==> config.mk <==
export PLATFORM = sky130hd
export DESIGN_NAME = shift_seq_ctrl_flat
export DESIGN_NICKNAME = d
export VERILOG_FILES = /design/src/rtl/shift_pkg.sv /design/src/rtl/shift_seq_ctrl_if.sv /design/src/rtl/shift_dp.sv /design/src/rtl/shift_seq_ctrl.sv /design/src/flat_wrapper.sv
export SDC_FILE = /design/constraint.sdc
export NUM_CORES = 1
export LEC_CHECK = 0
export CORE_MARGIN = 2
export CORE_UTILIZATION = 53
export DETAILED_ROUTE_END_ITERATION = 16
export PLACE_DENSITY = 0.89
export SYNTH_ARGS = -nofsm -noshare
export SYNTH_HDL_FRONTEND = slang
export SYNTH_SLANG_ARGS = --single-unit
==> constraint.sdc <==
create_clock -name clk -period 2.3 [get_ports clk]
set_input_delay 0.69 -clock clk [delete_from_list [all_inputs] [get_ports clk]]
set_output_delay 0.69 -clock clk [all_outputs]
set_load 0.05 [all_outputs]
==> src/rtl/shift_pkg.sv <==
// shift_pkg: shared state and direction encodings for the shift sequencer slice.
// Rev 1.0
`default_nettype none

package shift_pkg;

  typedef enum logic [1:0] {
    IDLE  = 2'd0,
    SHIFT = 2'd1,
    DONE  = 2'd2
  } state_e;

  localparam logic DIR_LEFT  = 1'b0;
  localparam logic DIR_RIGHT = 1'b1;

endpackage

`default_nettype wire

==> src/rtl/shift_seq_ctrl_if.sv <==
// shift_seq_ctrl_if: parallel word handshake between producer/consumer and the sequencer.
// Rev 1.0
`default_nettype none

interface shift_seq_ctrl_if #(
  parameter int WIDTH = 8,
  parameter int DIV_W = 8
);

  logic             in_valid;
  logic             in_ready;
  logic [WIDTH-1:0] in_data;
  logic             in_dir;
  logic [DIV_W-1:0] div;
  logic             out_valid;
  logic [WIDTH-1:0] out_data;

  modport master (
    output in_valid, in_data, in_dir, div,
    input  in_ready, out_valid, out_data
  );

  modport slave (
    input  in_valid, in_data, in_dir, div,
    output in_ready, out_valid, out_data
  );

endinterface

`default_nettype wire

==> src/rtl/shift_dp.sv <==
// shift_dp: loadable bidirectional shift register with serial input.
// Rev 1.0
`default_nettype none

module shift_dp
  import shift_pkg::*;
#(
  parameter int WIDTH = 8
) (
  input  logic             clk,
  input  logic             rst,
  input  logic             ld,
  input  logic             shift,
  input  logic             dir,
  input  logic             si,
  input  logic [WIDTH-1:0] din,
  output logic [WIDTH-1:0] dout
);

  logic [WIDTH-1:0] sr_d;
  logic [WIDTH-1:0] sr_q;

  always_comb begin
    sr_d = sr_q;
    if (ld) begin
      sr_d = din;
    end else if (shift) begin
      sr_d = (dir == DIR_RIGHT) ? {si, sr_q[WIDTH-1:1]} : {sr_q[WIDTH-2:0], si};
    end
  end

  always_ff @(posedge clk) begin
    if (rst) begin
      sr_q <= '0;
    end else begin
      sr_q <= sr_d;
    end
  end

  assign dout = sr_q;

endmodule

`default_nettype wire

==> src/rtl/shift_seq_ctrl.sv <==
// shift_seq_ctrl: frames parallel words out serially with a programmable bit period, capturing si.
// Rev 1.0
`default_nettype none

module shift_seq_ctrl
  import shift_pkg::*;
#(
  parameter int WIDTH = 8,
  parameter int DIV_W = 8
) (
  input  logic                  clk,
  input  logic                  rst,
  shift_seq_ctrl_if.slave       bus,
  input  logic                  abort,
  input  logic                  si,
  output logic                  so,
  output logic                  busy,
  output logic                  done
);

  localparam int BITS_W = (WIDTH > 2) ? $clog2(WIDTH) : 1;

  localparam logic [1:0] ST_IDLE  = IDLE;
  localparam logic [1:0] ST_SHIFT = SHIFT;
  localparam logic [1:0] ST_DONE  = DONE;

  logic [1:0]        state_d,    state_q;
  logic [DIV_W-1:0]  tick_d,     tick_q;
  logic [BITS_W-1:0] bits_d,     bits_q;
  logic              dir_d,      dir_q;
  logic [DIV_W-1:0]  div_d,      div_q;
  logic [WIDTH-1:0]  out_data_d, out_data_q;

  logic              in_ready;
  logic              accept;
  logic              dp_ld;
  logic              dp_shift;
  logic [WIDTH-1:0]  dp_din;
  logic [WIDTH-1:0]  dp_dout;

  assign in_ready = (state_q == ST_IDLE) && !abort;
  assign accept   = bus.in_valid && in_ready;

  always_comb begin
    state_d    = state_q;
    tick_d     = tick_q;
    bits_d     = bits_q;
    dir_d      = dir_q;
    div_d      = div_q;
    out_data_d = out_data_q;
    dp_ld      = 1'b0;
    dp_shift   = 1'b0;
    dp_din     = '0;

    case (state_q)
      ST_IDLE: begin
        if (accept) begin
          dp_ld   = 1'b1;
          dp_din  = bus.in_data;
          dir_d   = bus.in_dir;
          div_d   = bus.div;
          tick_d  = bus.div;
          bits_d  = BITS_W'(WIDTH - 1);
          state_d = ST_SHIFT;
        end
      end
      ST_SHIFT: begin
        if (abort) begin
          // Loading zero clears the register without touching the shared reset.
          dp_ld   = 1'b1;
          tick_d  = '0;
          bits_d  = '0;
          state_d = ST_IDLE;
        end else if (tick_q != '0) begin
          tick_d = tick_q - DIV_W'(1);
        end else begin
          dp_shift = 1'b1;
          tick_d   = div_q;
          if (bits_q == '0) begin
            state_d = ST_DONE;
          end else begin
            bits_d = bits_q - BITS_W'(1);
          end
        end
      end
      ST_DONE: begin
        out_data_d = dp_dout;
        dp_ld      = abort;
        state_d    = ST_IDLE;
      end
      default: begin
        state_d = ST_IDLE;
      end
    endcase
  end

  always_ff @(posedge clk) begin
    if (rst) begin
      state_q    <= ST_IDLE;
      tick_q     <= '0;
      bits_q     <= '0;
      dir_q      <= DIR_LEFT;
      div_q      <= '0;
      out_data_q <= '0;
    end else begin
      state_q    <= state_d;
      tick_q     <= tick_d;
      bits_q     <= bits_d;
      dir_q      <= dir_d;
      div_q      <= div_d;
      out_data_q <= out_data_d;
    end
  end

  shift_dp #(
    .WIDTH (WIDTH)
  ) u_dp (
    .clk   (clk),
    .rst   (rst),
    .ld    (dp_ld),
    .shift (dp_shift),
    .dir   (dir_q),
    .si    (si),
    .din   (dp_din),
    .dout  (dp_dout)
  );

  // The DONE cycle shows the live register; afterwards the captured copy holds it.
  assign so            = (state_q == ST_SHIFT) ?
                         ((dir_q == DIR_LEFT) ? dp_dout[WIDTH-1] : dp_dout[0]) : 1'b0;
  assign busy          = (state_q == ST_SHIFT) || (state_q == ST_DONE);
  assign done          = (state_q == ST_DONE);
  assign bus.in_ready  = in_ready;
  assign bus.out_valid = done;
  assign bus.out_data  = done ? dp_dout : out_data_q;

endmodule

`default_nettype wire

==> src/flat_wrapper.sv <==
// flat-port wrapper written by rule: the top's interface ports become plain ports
module shift_seq_ctrl_flat import shift_pkg::*;
#(
  parameter int WIDTH = 8,
  parameter int DIV_W = 8
)
  (clk, rst, abort, si, so, busy, done, bus_in_valid, bus_in_data, bus_in_dir, bus_div, bus_in_ready, bus_out_valid, bus_out_data);
  shift_seq_ctrl_if #(.WIDTH(WIDTH), .DIV_W(DIV_W)) bus_i ();
  input  logic clk;
  input  logic rst;
  input  logic abort;
  input  logic si;
  output logic so;
  output logic busy;
  output logic done;
  input wire logic [$bits(bus_i.in_valid)-1:0] bus_in_valid;
  input wire logic [$bits(bus_i.in_data)-1:0] bus_in_data;
  input wire logic [$bits(bus_i.in_dir)-1:0] bus_in_dir;
  input wire logic [$bits(bus_i.div)-1:0] bus_div;
  output wire logic [$bits(bus_i.in_ready)-1:0] bus_in_ready;
  output wire logic [$bits(bus_i.out_valid)-1:0] bus_out_valid;
  output wire logic [$bits(bus_i.out_data)-1:0] bus_out_data;
  assign bus_i.in_valid = bus_in_valid;
  assign bus_i.in_data = bus_in_data;
  assign bus_i.in_dir = bus_in_dir;
  assign bus_i.div = bus_div;
  assign bus_in_ready = bus_i.in_ready;
  assign bus_out_valid = bus_i.out_valid;
  assign bus_out_data = bus_i.out_data;
  shift_seq_ctrl #(.WIDTH(WIDTH), .DIV_W(DIV_W)) u_core (.clk(clk), .rst(rst), .bus(bus_i), .abort(abort), .si(si), .so(so), .busy(busy), .done(done));
endmodule
== Word-level counts from Yosys, hierarchy flattened ==
Index checks and enable logic that the tools add are counted.

* Mux-type cells: 28
* Equality and inequality tests: 6
* Reduce and logical (&&, ||, !) cells: 13
* $add $sub $neg: 2

{| class="wikitable"
|+ Operator list
! cell !! number
|-
| 2-to-1 mux 8 bit || 9
|-
| case mux 8 bit (2 select lines) || 1
|-
| 2-to-1 mux 3 bit || 4
|-
| 2-to-1 mux 2 bit || 4
|-
| nonzero test 8 bit || 1
|-
| subtractor 8 x 1 -> 8 bit (second input constant) || 1
|-
| 2-to-1 mux 1 bit || 7
|-
| inequality test 3 bit (second input constant) || 2
|-
| case mux 3 bit (2 select lines) || 1
|-
| case mux 2 bit (2 select lines) || 1
|-
| AND reduction 2 bit || 2
|-
| AND reduction 4 bit || 1
|-
| nonzero test 2 bit || 2
|-
| zero test 3 bit || 1
|-
| inequality test 3 x 2 -> 1 bit (second input constant) || 1
|-
| case mux 1 bit (3 select lines) || 1
|-
| AND reduction 3 bit || 1
|-
| subtractor 3 x 1 -> 3 bit (second input constant) || 1
|-
| == test 2 x 1 -> 1 bit (second input constant) || 1
|-
| == test 2 bit (second input constant) || 1
|-
| logical AND 1 bit || 2
|-
| zero test 2 bit || 1
|-
| inequality test 2 x 1 -> 1 bit (second input constant) || 1
|-
| zero test 1 bit || 1
|-
| logical OR 1 bit || 1
|}

* Output and inout bits: 13
* Word-level logic and storage cells: 56
* Flip-flop bits (word level): 38

== Depth between registers and ports, before layout ==
* Depth after elaboration: 6
* Mapped depth: 8
* Depth with buffers taken out: 6

== Cells and area by module ==
Synthesis repeated with hierarchy kept, for this count alone.

* Cells, all modules: 245
* Area, all modules: 2188.3 um^2

{| class="wikitable"
|+ By module, submodules not included
! module !! sequential area each (um^2) !! times used !! area an instance (um^2) !! cells each
|-
| shift_seq_ctrl || 600.6 || 1 || 1706.6 || 200
|-
| shift_dp || 160.2 || 1 || 481.7 || 45
|}

== Worst setup path after synthesis ==
OpenSTA, ideal clock, no wires.

* Path type: reg2out
* Start point: register u_core.state_q[0]
* End point: output port bus_out_data[0]
* Path slack: -0.099 ns
* Arrival: 1.709 ns
* Cell stages (with the launch flop): 5
* Cell sequence: dfxtp_1 > inv_1 > ha_1 > clkbuf_1 > mux2_2

* Longest elaborated chain between the ends: 2

{| class="wikitable"
|+ Ends and longest elaborated chain
! item !! RTL line !! source
|-
| start, declared || shift_seq_ctrl.sv:27 || <nowiki>logic [1:0] state_d, state_q;</nowiki>
|-
| start signal, assigned || shift_seq_ctrl.sv:106 || <nowiki>state_q <= state_d;</nowiki>
|-
| == test 2 bit || shift_seq_ctrl.sv:132 || <nowiki>assign done = (state_q == ST_DONE);</nowiki>
|-
| net bus_out_valid || flat_wrapper.sv:21 || <nowiki>output wire logic [$bits(bus_i.out_valid)-1:0] bus_out_valid;</nowiki>
|-
| 2-to-1 mux 8 bit || shift_seq_ctrl.sv:135 || <nowiki>assign bus.out_data = done ? dp_dout : out_data_q;</nowiki>
|-
| end, declared || flat_wrapper.sv:22 || <nowiki>output wire logic [$bits(bus_i.out_data)-1:0] bus_out_data;</nowiki>
|}

The timed path passes the listed nets, and every way through them passes these cells.

== Final worst setup path ==
* Start point: register u_core.state_q[0]
* End point: output port bus_out_data[0]

* Longest elaborated chain between the ends: 2

{| class="wikitable"
|+ Ends and longest elaborated chain
! item !! RTL line
|-
| == test 2 bit || shift_seq_ctrl.sv:132
|-
| 2-to-1 mux 8 bit || shift_seq_ctrl.sv:135
|}

Every way passes these cells.

==> impl_results.md <==
* Tcrit/Tclk final at 0.9769
* Die height at 67.45 um
* Crit-path max cell delay at 0.35 ns
* Max Freq at 0.4451 GHz
* Clock insertion delay at the later pin of the skew report at 0.30 ns
* Worst-path clk slew at 0.07 ns
* Placed cell areas at 0.002611 mm^2
* Gate Count Post-Synth at 252
* Gp weighted congestion at 0.8773
* P_sw at 705.8 uW
* Vias per cell at 5.991
* Antenna viol nets, final at 0
* Syn. warnings at 0
* Residual DRC count at 0
* Fin cells at 346
* Die Wd at 67.45 um
* Crit-path max FO at 5
* Worst VDD drop at 0.4978 mV
* Nets at 325
* Setup TNS at 0 ns
* WP data required at 1.61 ns
* Hold Vio Cnt, Final at 0
* Tightest Pin Transition at 0.5108 ns
* Clock network power share at 0.272
* Asr flop ratio synth at 0
* Syn Std Cell Area at 0.002133 mm^2
* Ys flop type: dfxtp_1
* Worst setup EP type: output pin
* DR iter-0 viols at 167
* DRT Wirelength at 5.681 mm
* Pin count of the biggest net entering global routing at 20
* First-pass GRT wire length at 9.294 mm
* P_int at 1.355 mW
* Worst Path Class, Setup: flop to output pin
* CTS Sinks at 38
* Share of post-route cells with drive strength above 1 at 0.2432
* Final global-route overflow total at 0
* Commonest non-fill, non-tap cell in the layout: dfxtp_1
* Via Count at 2073
* Critical path's slowest cell: dfxtp_2
* Sw Ratio at 0.3425
* Vias in the first global route at 2082
* Final setup viols at 0
* Combinational power share at 0.347
* Part of the Yosys area used for sequential elements at 0.3566
* Commonest cells after routing, fill and taps aside: dfxtp_1, nand2_1, buf_4
* Port Buffers at 34
* Clk buf depth at 2
* Final total power at 2.061 mW
* Design area at 0.002758 mm^2
* Mean Syn Cell Area at 8.465 um^2
* Leakage at 1.056 nW
* Worst setup SP type: flop
* Sequential share of power at 0.382
* Cts-stage hold buffer count at 0
* Core footprint at 0.003943 mm^2
* CP Cell Sequence: inv_2 > ha_4 > buf_4 > mux2_2 > buf_4
* Status: finished clean
* Cell mode on critical path: buf_4
* CTS tree: built
* H-tree levels at 2
* Initial core utilization at 0.5411
* Cell Pwr Density at 747.4 mW/mm^2
* Detailed Place HPWL at 4.031 mm
* Number of enable flip-flop cells after synthesis at 0
* RSZ-0062 raised after global routing: no
* CP delay by family, top: buffers and inverters
* Cell Rows at 23
* TritonCTS buffer count at 5
* Synthesis-to-finish area growth at 29.27%
* Fillers at 319
* Period minus WS final at 2.247 ns
* I/O Pins at 35
* Max cap viols at 0
* Initial antenna violation count at 0
* Tot GR Track Use at 0.2731
* WL/cell at 16.42 um
* Slew Viols, Final at 0
* Clk_skew at 0.007120 ns
* Syn Nets at 282
* ANT cells at 0
* Drt pass-1 iters at 4
* WP data arrival at 1.56 ns
* Die Area at 0.004549 mm^2
* Hold crit path type: flop to flop
* Count of cell types in the netlist at 43
* Worst slew margin at 0.6566
* Placed Cells at 335
* CTS Root Cell: clkbuf_8
* Yosys reg bits at 38
* WP buf/inv at 3
-- logic make-up after synthesis --
family,after synthesis,share of synthesized area
adder cells (fa/ha/maj),8,0.04692
AND/OR/NAND/NOR,87,0.2141
multiplexers,19,0.09970
AO/OA/AOI/OAI,71,0.2188
buffers and inverters,26,0.05161
XOR/XNOR,3,0.01232
flip-flops,38,0.3566
-- worst reg2reg max path, stage by stage, from the launching register on --
cell and delay [ns]:
dfxtp_1 0.36, inv_1 0.10, ha_1 0.20, or3b_2 0.62, or4_1 0.44, a31oi_1 0.18
a211oi_1 0.07
-- what timing repair did --
action	4_1_cts	5_1_grt
endpoints found under the setup margin	9	9
setup buffers	1	2
resized for setup	2	4
-- synthesized netlist by cell type (3+ instances only) --
cell type	number	area [um^2]
dfxtp_1	38	760.7
nand2_1	30	112.6
mux2_2	18	202.7
o21ai_0	18	90.09
a21oi_1	14	70.07
clkbuf_1	13	48.80
nor2b_1	13	81.33
a211oi_1	11	82.58
nor3_1	11	55.05
inv_1	10	37.54
nor2_1	10	37.54
ha_1	8	100.1
a311oi_1	5	43.79
o21a_1	4	30.03
or3_1	4	25.02
a41oi_1	3	26.28
nand2b_1	3	18.77
o22ai_1	3	18.77
xnor2_1	3	26.28
-- registers in the layout, summed over array words and instances (netlist names) --
| signal | cells |
|---|---|
| u_core.dir_q | 1 |
| u_core.div_q | 8 |
| u_core.state_q | 2 |
| u_core.bits_q | 3 |
| u_core.u_dp.dout | 8 |
| u_core.out_data_q | 8 |
| u_core.tick_q | 8 |
-- final cells by class --
class | instances | area [um^2] | share of cell area
Multi-Input combinational cell | 188 | 1280 | 0.4642
Sequential cell | 38 | 763.2 | 0.2768
Clock inverter | 3 | 40.04 | 0.01452
Tap cell | 50 | 62.56 | 0.02269
Inverter | 10 | 37.54 | 0.01361
Clock buffer | 5 | 68.82 | 0.02495
Timing Repair Buffer | 52 | 505.5 | 0.1833
-- layer usage --
layer  GRT usage  part of all wire  vias to the layer above
met2      0.4827              0.51                       76
met3     0.05333             0.069                       10
met1      0.3168              0.41                      993
met4      0.1250             0.015                        0
li1            -                 -                      994
met5           0                 0                        -
-- stage by stage --
stage / hold slack [ns] / worst slack [ns] / utilization
2_1_floorplan: 0.4313 / 0.01045 / -
3_3_place_gp: 0.4440 / 0.07823 / 0.6623
3_5_place_dp: 0.4453 / -0.01047 / 0.6623
4_1_cts: 0.4565 / 0.01713 / 0.6950
5_1_grt: 0.4754 / 0.01201 / 0.6995
6_report: 0.4530 / 0.05312 / 0.6995
-- path summary, 6_finish.rpt --
path                startpoint               end  slack (ns)  cells past startpoint
min reg2reg    u_core.div_q[5]   u_core.div_q[5]        0.45                      2
max          u_core.state_q[0]   bus_out_data[0]        0.05                      5
min            u_core.div_q[5]   u_core.div_q[5]        0.45                      2
max reg2reg   u_core.tick_q[0]  u_core.tick_q[5]        0.20                      6
-- power groups by stage --
stage	logic [mW]	registers (mW)	clock network, mW
after floorplan	0.485	0.777	0
after global placement	0.661	0.794	0
after detailed placement	0.693	0.797	0
after CTS	0.706	0.783	0.571
after global routing	0.777	0.793	0.594
final	0.715	0.786	0.560
No activity file was read; power rests on OpenSTA's default activity.
